$ cat config.mk
export PLATFORM = sky130hd
export DESIGN_NAME = calc_req_sched_flat
export DESIGN_NICKNAME = d
export VERILOG_FILES = /design/src/rtl/calc_req_sched_if.sv /design/src/rtl/calc_req_sched.sv /design/src/flat_wrapper.sv
export SDC_FILE = /design/constraint.sdc
export NUM_CORES = 1
export LEC_CHECK = 0
export ABC_AREA = 1
export BUFFER_PORTS_ARGS = -buffer_cell sky130_fd_sc_hd__buf_2
export CORE_MARGIN = 2
export CORE_UTILIZATION = 45
export CTS_BUF_LIST = sky130_fd_sc_hd__clkbuf_4 sky130_fd_sc_hd__clkbuf_8 sky130_fd_sc_hd__clkbuf_16
export DETAILED_ROUTE_END_ITERATION = 6
export HOLD_SLACK_MARGIN = 0.08
export PLACE_DENSITY_LB_ADDON = 0.12
export SETUP_SLACK_MARGIN = 0.02
export SYNTH_ARGS = -nofsm -noshare
export SYNTH_HDL_FRONTEND = slang
export SYNTH_SLANG_ARGS = --single-unit
export TNS_END_PERCENT = 30
$ cat constraint.sdc
create_clock -name c_clk -period 2.3 [get_ports c_clk]
set_input_delay 0.23 -clock c_clk [delete_from_list [all_inputs] [get_ports c_clk]]
set_output_delay 0.23 -clock c_clk [all_outputs]
set_load 0.02 [all_outputs]
$ cat src/rtl/calc_req_sched_if.sv
// Port bundle between the four calc requesters and the request scheduler.
// The scheduler uses the slave view; the requester side uses the master view.
interface calc_req_sched_if;
   logic [15:0] req_cmd_in;
   logic [3:0]  prio_alu1_in_cmd;
   logic [1:0]  prio_alu1_in_req_id;
   logic [3:0]  prio_alu2_in_cmd;
   logic [1:0]  prio_alu2_in_req_id;
   logic        prio_alu1_out_vld;
   logic [1:0]  prio_alu1_out_req_id;
   logic        prio_alu2_out_vld;
   logic [1:0]  prio_alu2_out_req_id;
   logic [7:0]  sched_resp;
   logic [3:0]  port_busy;
   logic        sched_err;

   modport master (
      output req_cmd_in,
      input  prio_alu1_in_cmd, prio_alu1_in_req_id, prio_alu2_in_cmd, prio_alu2_in_req_id,
      input  prio_alu1_out_vld, prio_alu1_out_req_id, prio_alu2_out_vld, prio_alu2_out_req_id,
      input  sched_resp, port_busy, sched_err
   );

   modport slave (
      input  req_cmd_in,
      output prio_alu1_in_cmd, prio_alu1_in_req_id, prio_alu2_in_cmd, prio_alu2_in_req_id,
      output prio_alu1_out_vld, prio_alu1_out_req_id, prio_alu2_out_vld, prio_alu2_out_req_id,
      output sched_resp, port_busy, sched_err
   );
endinterface

$ cat src/rtl/calc_req_sched.sv
// Round-robin scheduler sharing the adder (ALU1) and shifter (ALU2) between 4 request ports.
// Optional protocol checking and sticky sched_err are enabled by defining CALC_SCHED_ERRCHK_EN.
module calc_req_sched #(
   parameter int ALU_LAT = 3
) (
   input logic             c_clk,
   input logic             reset,
   calc_req_sched_if.slave bus
);
   localparam int NP = 4;
   localparam int NU = 2;

   typedef enum logic [1:0] {CLS_NONE, CLS_ALU1, CLS_ALU2, CLS_INV} cls_t;

   function automatic cls_t classify(input logic [3:0] cmd);
      case (cmd)
         4'd0:       classify = CLS_NONE;
         4'd1, 4'd2: classify = CLS_ALU1;
         4'd5, 4'd6: classify = CLS_ALU2;
         default:    classify = CLS_INV;
      endcase
   endfunction

   logic [3:0]    cmd_reg [NP];
   logic [NP-1:0] busy_reg;
   logic [NP-1:0] inv_reg;
   logic [NP-1:0] inv_resp_reg;
   logic [NP-1:0] pend_reg [NU];
   logic [1:0]    ptr_reg [NU];
   logic [3:0]    issue_cmd_reg [NU];
   // Stage 0 is the issue register itself; stage ALU_LAT drives the result valid.
   logic          stage_vld_reg [NU][ALU_LAT+1];
   logic [1:0]    stage_id_reg [NU][ALU_LAT+1];

   logic [3:0]    port_cmd [NP];
   cls_t          port_cls [NP];
   logic [NP-1:0] capture;
   logic [NP-1:0] retire;
   logic [NP-1:0] done_out;
   logic [7:0]    resp;
   logic          gnt [NU];
   logic [1:0]    win [NU];

   genvar gi;
   generate
      for (gi = 0; gi < NP; gi++) begin : g_port
         assign port_cmd[gi] = bus.req_cmd_in[4*gi +: 4];
         assign port_cls[gi] = classify(port_cmd[gi]);
         assign capture[gi]  = !busy_reg[gi] && (port_cmd[gi] != 4'd0);
         // retire fires on the edge that moves the result into the output stage
         assign retire[gi]   = (stage_vld_reg[0][ALU_LAT-1] && (stage_id_reg[0][ALU_LAT-1] == 2'(gi))) ||
                               (stage_vld_reg[1][ALU_LAT-1] && (stage_id_reg[1][ALU_LAT-1] == 2'(gi)));
         assign done_out[gi] = (stage_vld_reg[0][ALU_LAT] && (stage_id_reg[0][ALU_LAT] == 2'(gi))) ||
                               (stage_vld_reg[1][ALU_LAT] && (stage_id_reg[1][ALU_LAT] == 2'(gi)));
         assign resp[2*gi +: 2] = inv_resp_reg[gi] ? 2'b10 : (done_out[gi] ? 2'b01 : 2'b00);
      end
   endgenerate

   always_comb begin
      for (int u = 0; u < NU; u++) begin
         gnt[u] = 1'b0;
         win[u] = 2'd0;
         for (int i = 0; i < NP; i++) begin
            if (!gnt[u] && pend_reg[u][ptr_reg[u] + 2'(i)]) begin
               gnt[u] = 1'b1;
               win[u] = ptr_reg[u] + 2'(i);
            end
         end
      end
   end

   always_ff @(posedge c_clk) begin
      if (reset) begin
         busy_reg     <= '0;
         inv_reg      <= '0;
         inv_resp_reg <= '0;
         for (int n = 0; n < NP; n++) cmd_reg[n] <= 4'd0;
         for (int u = 0; u < NU; u++) begin
            pend_reg[u]      <= '0;
            ptr_reg[u]       <= 2'd0;
            issue_cmd_reg[u] <= 4'd0;
            for (int s = 0; s <= ALU_LAT; s++) begin
               stage_vld_reg[u][s] <= 1'b0;
               stage_id_reg[u][s]  <= 2'd0;
            end
         end
      end else begin
         for (int u = 0; u < NU; u++) begin
            for (int s = ALU_LAT; s > 0; s--) begin
               stage_vld_reg[u][s] <= stage_vld_reg[u][s-1];
               stage_id_reg[u][s]  <= stage_id_reg[u][s-1];
            end
            stage_vld_reg[u][0] <= gnt[u];
            stage_id_reg[u][0]  <= gnt[u] ? win[u] : 2'd0;
            issue_cmd_reg[u]    <= gnt[u] ? cmd_reg[win[u]] : 4'd0;
            if (gnt[u]) begin
               pend_reg[u][win[u]] <= 1'b0;
               ptr_reg[u]          <= win[u] + 2'd1;
            end
         end
         for (int n = 0; n < NP; n++) begin
            inv_resp_reg[n] <= inv_reg[n];
            if (inv_reg[n] || retire[n]) begin
               busy_reg[n] <= 1'b0;
               inv_reg[n]  <= 1'b0;
            end
            // a busy port never captures, so this cannot collide with the clears above
            if (capture[n]) begin
               busy_reg[n] <= 1'b1;
               cmd_reg[n]  <= port_cmd[n];
               case (port_cls[n])
                  CLS_ALU1: pend_reg[0][n] <= 1'b1;
                  CLS_ALU2: pend_reg[1][n] <= 1'b1;
                  CLS_INV:  inv_reg[n]     <= 1'b1;
                  default:  ;
               endcase
            end
         end
      end
   end

   assign bus.prio_alu1_in_cmd     = issue_cmd_reg[0];
   assign bus.prio_alu1_in_req_id  = stage_id_reg[0][0];
   assign bus.prio_alu2_in_cmd     = issue_cmd_reg[1];
   assign bus.prio_alu2_in_req_id  = stage_id_reg[1][0];
   assign bus.prio_alu1_out_vld    = stage_vld_reg[0][ALU_LAT];
   assign bus.prio_alu1_out_req_id = stage_id_reg[0][ALU_LAT];
   assign bus.prio_alu2_out_vld    = stage_vld_reg[1][ALU_LAT];
   assign bus.prio_alu2_out_req_id = stage_id_reg[1][ALU_LAT];
   assign bus.sched_resp           = resp;
   assign bus.port_busy            = busy_reg;

`ifdef CALC_SCHED_ERRCHK_EN
   logic          err_reg;
   logic [NP-1:0] proto_err;

   generate
      for (gi = 0; gi < NP; gi++) begin : g_chk
         assign proto_err[gi] = (busy_reg[gi] && (port_cmd[gi] != 4'd0)) ||
                                (capture[gi] && (port_cls[gi] == CLS_INV));
      end
   endgenerate

   always_ff @(posedge c_clk) begin
      if (reset) begin
         err_reg <= 1'b0;
      end else if (|proto_err) begin
         err_reg <= 1'b1;
      end
   end

`ifndef SYNTHESIS
   always @(posedge c_clk) begin
      for (int n = 0; n < NP; n++) begin
         if (!reset && proto_err[n]) $error("calc_req_sched: protocol error port %0d cmd %0h", n, port_cmd[n]);
      end
   end
`endif

   assign bus.sched_err = err_reg;
`else
   assign bus.sched_err = 1'b0;
`endif
endmodule
$ cat src/flat_wrapper.sv
// flat-port wrapper written by rule: the top's interface ports become plain ports
module calc_req_sched_flat 
#(
   parameter int ALU_LAT = 3
)
  (c_clk, reset, bus_req_cmd_in, bus_prio_alu1_in_cmd, bus_prio_alu1_in_req_id, bus_prio_alu2_in_cmd, bus_prio_alu2_in_req_id, bus_prio_alu1_out_vld, bus_prio_alu1_out_req_id, bus_prio_alu2_out_vld, bus_prio_alu2_out_req_id, bus_sched_resp, bus_port_busy, bus_sched_err);
  calc_req_sched_if bus_i ();
  input logic c_clk;
  input logic reset;
  input wire logic [$bits(bus_i.req_cmd_in)-1:0] bus_req_cmd_in;
  output wire logic [$bits(bus_i.prio_alu1_in_cmd)-1:0] bus_prio_alu1_in_cmd;
  output wire logic [$bits(bus_i.prio_alu1_in_req_id)-1:0] bus_prio_alu1_in_req_id;
  output wire logic [$bits(bus_i.prio_alu2_in_cmd)-1:0] bus_prio_alu2_in_cmd;
  output wire logic [$bits(bus_i.prio_alu2_in_req_id)-1:0] bus_prio_alu2_in_req_id;
  output wire logic [$bits(bus_i.prio_alu1_out_vld)-1:0] bus_prio_alu1_out_vld;
  output wire logic [$bits(bus_i.prio_alu1_out_req_id)-1:0] bus_prio_alu1_out_req_id;
  output wire logic [$bits(bus_i.prio_alu2_out_vld)-1:0] bus_prio_alu2_out_vld;
  output wire logic [$bits(bus_i.prio_alu2_out_req_id)-1:0] bus_prio_alu2_out_req_id;
  output wire logic [$bits(bus_i.sched_resp)-1:0] bus_sched_resp;
  output wire logic [$bits(bus_i.port_busy)-1:0] bus_port_busy;
  output wire logic [$bits(bus_i.sched_err)-1:0] bus_sched_err;
  assign bus_i.req_cmd_in = bus_req_cmd_in;
  assign bus_prio_alu1_in_cmd = bus_i.prio_alu1_in_cmd;
  assign bus_prio_alu1_in_req_id = bus_i.prio_alu1_in_req_id;
  assign bus_prio_alu2_in_cmd = bus_i.prio_alu2_in_cmd;
  assign bus_prio_alu2_in_req_id = bus_i.prio_alu2_in_req_id;
  assign bus_prio_alu1_out_vld = bus_i.prio_alu1_out_vld;
  assign bus_prio_alu1_out_req_id = bus_i.prio_alu1_out_req_id;
  assign bus_prio_alu2_out_vld = bus_i.prio_alu2_out_vld;
  assign bus_prio_alu2_out_req_id = bus_i.prio_alu2_out_req_id;
  assign bus_sched_resp = bus_i.sched_resp;
  assign bus_port_busy = bus_i.port_busy;
  assign bus_sched_err = bus_i.sched_err;
  calc_req_sched #(.ALU_LAT(ALU_LAT)) u_core (.c_clk(c_clk), .reset(reset), .bus(bus_i));
endmodule
# Word-level counts from Yosys, hierarchy flattened

Memories as Yosys holds them, arrays and structs flattened.
Cells that the tools add are included.

Register bits: 12
Bits in writable memories: 60
Output and inout bits: 31
Word-level logic and storage cells: 353
Memories: 6

Memory list:

| name                 | depth | bits a word | rd ports | clocked after Yosys merged registers in | write ports | RTL line             | RTL |
|---|---|---|---|---|---|---|---|
| u_core.cmd_reg       | 4     | 4           | 2        | 0                                       | 4           | calc_req_sched.sv:24 | `logic [3:0] cmd_reg [NP];` |
| u_core.stage_id_reg  | 2     | 8           | 2        | 0                                       | 2           | calc_req_sched.sv:33 | `logic [1:0] stage_id_reg [NU][ALU_LAT+1];` |
| u_core.issue_cmd_reg | 2     | 4           | 2        | 0                                       | 2           | calc_req_sched.sv:30 | `logic [3:0] issue_cmd_reg [NU];` |
| u_core.pend_reg      | 2     | 4           | 2        | 0                                       | 2           | calc_req_sched.sv:28 | `logic [NP-1:0] pend_reg [NU];` |
| u_core.stage_vld_reg | 2     | 4           | 2        | 0                                       | 2           | calc_req_sched.sv:32 | `logic stage_vld_reg [NU][ALU_LAT+1];` |
| u_core.ptr_reg       | 2     | 2           | 2        | 0                                       | 2           | calc_req_sched.sv:29 | `logic [1:0] ptr_reg [NU];` |

Add/sub/neg operators: 8
Order comparisons: 12
Eq/ne operators: 40
Muxes and demuxes: 167
Bitwise logic cells: 40
Reductions and logical operators: 74

Operators with widths:

| cell                  | number |
|---|---|
| $mux W1               | 119 |
| $mux W2               | 24 |
| $mux W4               | 10 |
| $or A1 B1 Y1          | 40 |
| $eq A2 B2 Y1 const B  | 16 |
| $eq A4 B3 Y1 const B  | 8 |
| $lt A2 B3 Y1 const B  | 10 |
| $logic_and A1 B1 Y1   | 28 |
| $pmux W2 S3           | 4 |
| $bmux W1 S2           | 8 |
| $eq A2 B1 Y1 const B  | 8 |
| $eq A4 B1 Y1 const B  | 4 |
| $eq A4 B2 Y1 const B  | 4 |
| $logic_not A4 Y1      | 4 |
| $reduce_bool A4 Y1    | 4 |
| $reduce_or A2 Y1      | 8 |
| $logic_or A1 B1 Y1    | 12 |
| $logic_not A1 Y1      | 10 |
| $add A2 B1 Y2 const B | 4 |
| $add A2 B2 Y2 const B | 4 |
| $logic_not A2 Y1      | 4 |
| $reduce_bool A2 Y1    | 4 |
| $demux W1 S2          | 2 |
| $ge A2 B1 Y1 const B  | 2 |

# Depth between registers and ports, before layout

An unclocked memory read counts as a cell.

Depth after elaboration: 20
Gate-level depth with buffers: 14
Depth with buffers taken out: 13

# Worst setup path after synthesis

Ideal clock, no wire load.

Path kind: flip-flop to flip-flop
From: memory u_core.ptr_reg[1][0], in the netlist u_core.ptr_reg[0][2]
To: memory u_core.ptr_reg[1][0], in the netlist u_core.ptr_reg[0][2], data pin
Library setup time: 249 ps
Data arrival time: 1594 ps
Required time: 2051 ps
Path slack: 456 ps
Stages on the path, launching flop included: 14
Path through: edfxtp_1 -> buf_4 -> inv_4 -> nand2_1 -> nand3_1 -> nand2_1 -> nor2_4 -> nand3_2 -> nand2_1 -> inv_1 -> nor2_1 -> inv_1 -> nand2_1 -> inv_1

RTL lines:

| item               | RTL line |
|---|---|
| start: declaration | calc_req_sched.sv:29 |

==> Implementation_results.wiki <==
{| class="wikitable"
! Metric !! Value
|-
| Run status || completed
|-
| Syn nets || 494
|-
| Critical path data arrival time || 2.26 ns
|-
| Routed Wire Length || 8130 µm
|-
| Worst min-delay path class || in2reg
|-
| Switching share of total power || 44.0%
|-
| Detailed router's first-iteration violation count || 215
|-
| Per-instance average area after synthesis || 7.25 µm²
|-
| Net switching power of the design || 2.03 mW
|-
| Buffers from clock root to sink, at most || 2
|-
| Area of the mapped netlist || 3450 µm²
|-
| Remaining antenna violation count || 0
|-
| Total I/O pin count || 49
|-
| Number of I/O port buffers || 47
|-
| Fin Setup TNS || 0 ns
|-
| Clock tree from TritonCTS || built
|-
| Post-synthesis instance total || 476
|-
| Setup repair after global routing missed its margin || false
|-
| Final setup violation count || 0
|-
| Share of the cycle needed by the critical path after routing || 89.7%
|-
| Global router's overall resource usage || 20.3%
|-
| Placer Congestion || 0.852
|-
| Cell-internal power || 2.58 mW
|-
| Leak pwr || 1.96 nW
|-
| Antenna violations before repair || 0
|-
| Design Area, Final || 3930 µm²
|-
| Fraction of power consumed by sequential logic || 37.0%
|-
| Number of slew-limit violations in the final report || 0
|-
| CTS Root Buffer Type || clkbuf_8
|-
| Type of the setup path with the least slack || reg2reg
|-
| Endpoint kind of the worst setup timing path || flop
|-
| Worst setup SP type || flop
|-
| Total Die Area || 8380 µm²
|-
| Netlist cell types || 29
|-
| Number of non-filler instances in the completed layout || 627
|-
| Count of nets after finishing || 541
|-
| Clock-pin transition on the worst setup and hold timing paths || 0.09 ns
|-
| Largest net degree at the start of global routing || 32
|-
| Worst hold stages || 3
|-
| Detailed-route wire length per cell || 13.0 µm
|-
| Fraction of power consumed by the clock network || 20.8%
|-
| Post-layout minimum cycle time || 2.06 ns
|-
| Final Hold Vio Count || 0
|-
| Area Growth Syn to Fin || 13.9%
|-
| # placed instances || 610
|-
| Placed wire-length estimate after detailed placement || 6140 µm
|-
| Data required time at the worst endpoint || 2.50 ns
|-
| Residual overflow from global routing || 0
|-
| Sequential share of the synthesized area || 47.6%
|-
| Worst voltage drop across the vdd grid || 478 µV
|-
| Max capacitance violation total || 0
|-
| Die boundary width || 91.6 µm
|-
| Ranking of synthesized cells by area || dfxtp_1 (30%), edfxtp_1 (17%), nand2_1 (12%)
|-
| Clock network latency to the later pin of the worst-skew pair || 0.36 ns
|-
| Max FO, Critical Path || 17
|-
| Final routed DRC violation total || 0
|-
| Placed Area || 3720 µm²
|-
| Fraction of final layout cells with drive strength greater than 1 || 15.7%
|-
| Post-synthesis cell type with the largest combined area || dfxtp_1
|-
| Area share of the largest cell type after synthesis || 30.2%
|-
| Combinational share of power || 42.3%
|-
| Worst hold margin || 0.137 ns
|-
| Vias || 3,020
|-
| Die Y || 91.6 µm
|-
| CTS H-Tree Depth || 3
|-
| Cell Rows || 31
|-
| Worst Reg-to-Reg Cells || 11
|-
| Highest clock frequency the design can meet || 485 MHz
|-
| Power density over the cells || 1170 nW/µm²
|-
| Global-route wire length before repair || 13,200 µm
|-
| Post-CTS Hold Buffers || 0
|-
| Placeable Area || 7330 µm²
|-
| Total clock buffers created by CTS || 9
|-
| Yosys Warn Count || 0
|-
| Flip-flop and latch count after synthesis || 72
|-
| Initial core utilization || 47.1%
|-
| First drt pass iteration count || 4
|-
| Via count normalized by instance count || 4.82
|-
| Number of global-route vias before repair || 2,844
|-
| CTS sink cnt || 72
|-
| Final setup skew || 0.0125 ns
|-
| Antenna diode instance count || 0
|}
==> repair_timing <==
| action | in CTS | in global routing |
|---|---|---|
| resized for setup | 0 | 5 |
| buffers inserted | 0 | 1 |
| endpoints found under the setup margin | 0 | 12 |
==> power by group through the flow <==
stage | combinational (mW) | clock (mW) | sequential (mW)
4_1_cts | 1.84 | 0.979 | 1.73
3_5_place_dp | 1.83 | 0 | 1.76
5_1_grt | 2.21 | 1.03 | 1.73
2_1_floorplan | 1.48 | 0 | 1.74
3_3_place_gp | 1.80 | 0 | 1.76
6_report | 1.95 | 0.957 | 1.70
==> synth_stat cells, drive strengths merged <==
library cell,count
clkbuf,3
nor3,9
xnor2,2
clkinv,1
conb,1
a211oi,2
nand2,114
a31oi,4
a21oi,11
nand3,48
xor2,1
dfxtp,52
nor2,68
o211ai,3
inv,95
o21ai,16
nand4,8
buf,14
edfxtp,20
o31ai,3
nand3b,1
==> final timing paths <==
kind / startpoint / end / slack [ns]
max: u_core.ptr_reg[0][2] / u_core.ptr_reg[0][3] / 0.24
min: bus_req_cmd_in[15] / u_core.inv_reg[3] / 0.14
max reg2reg: u_core.ptr_reg[0][2] / u_core.ptr_reg[0][3] / 0.24
min reg2reg: u_core.stage_id_reg[0][4] / u_core.stage_id_reg[0][2] / 0.41
==> placed cells by master, fill, tap and decap left out <==
cell and count:
inv_6 3, nand2_1 111, inv_1 92, nand4_1 8, a21oi_1 11, nand3_2 2
nand3_1 45, nor2_1 63, xnor2_1 2, buf_2 47, o21ai_0 12, edfxtp_1 20
dfxtp_1 52, inv_4 4, a211oi_1 2, nand2_2 2, o21ai_1 4, clkbuf_8 9
xor2_1 1, inv_2 2, nand3b_1 1, o31ai_1 3, buf_4 6, conb_1 1
nor3_1 9, clkinv_1 1, nand3_4 1, o211ai_1 3, nor2_4 3, inv_8 1
nand2_4 1, a31oi_1 4, nor2_2 2
==> per-layer routing <==
layer / routed length, µm / part of all wire (%) / GRT usage (%) / vias to the layer above
met3: 415 / 5.1 / 3.90 / 12
met5: 0 / 0 / 0 / -
met2: 3640 / 45 / 31.8 / 76
met4: 146 / 1.8 / 7.95 / 0
li1: - / - / - / 1576
met1: 3920 / 48 / 27.6 / 1356
==> cells by family after synthesis <==
family | Yosys count | synth area share (%)
xor gates and xnor gates | 3 | 0.762
AOI/OAI and AO/OA | 39 | 6.38
other | 1 | 0.109
buffers and inverters | 113 | 14.1
and+or+nand+nor | 248 | 31.0
DFF | 72 | 47.6
==> stage by stage <==
| step | total power, mW | utilization (%) | setup slack, ns |
|---|---|---|---|
| 3_3_place_gp | 3.56 | 50.8 | 0.0787 |
| 5_1_grt | 4.97 | 53.6 | 0.0625 |
| 6_report | 4.61 | 53.6 | 0.237 |
| 3_5_place_dp | 3.59 | 50.8 | 0.0704 |
| 4_1_cts | 4.55 | 53.2 | 0.0257 |
| 2_1_floorplan | 3.22 | - | 0.456 |
==> worst max-delay path, stage by stage, from the launching register on <==
cell	delay, ns
edfxtp_1	0.56
inv_4	0.17
nand2_1	0.08
nand3_1	0.09
nand2_1	0.11
inv_1	0.08
nand2_1	0.05
nand2_1	0.18
nand3_4	0.22
inv_1	0.13
nand2_1	0.08
a21oi_1	0.15
==> layout make-up <==
cell class | instances | area, µm²
Clock inverter | 7 | 56.3
Timing Repair Buffer | 53 | 280
Multi-Input combinational cell | 291 | 1340
Inverter | 96 | 363
Fill cell | 735 | 3400
Tap cell | 99 | 124
Clock buffer | 9 | 124
Sequential cell | 72 | 1640
(Power assumes the default switching activity.)
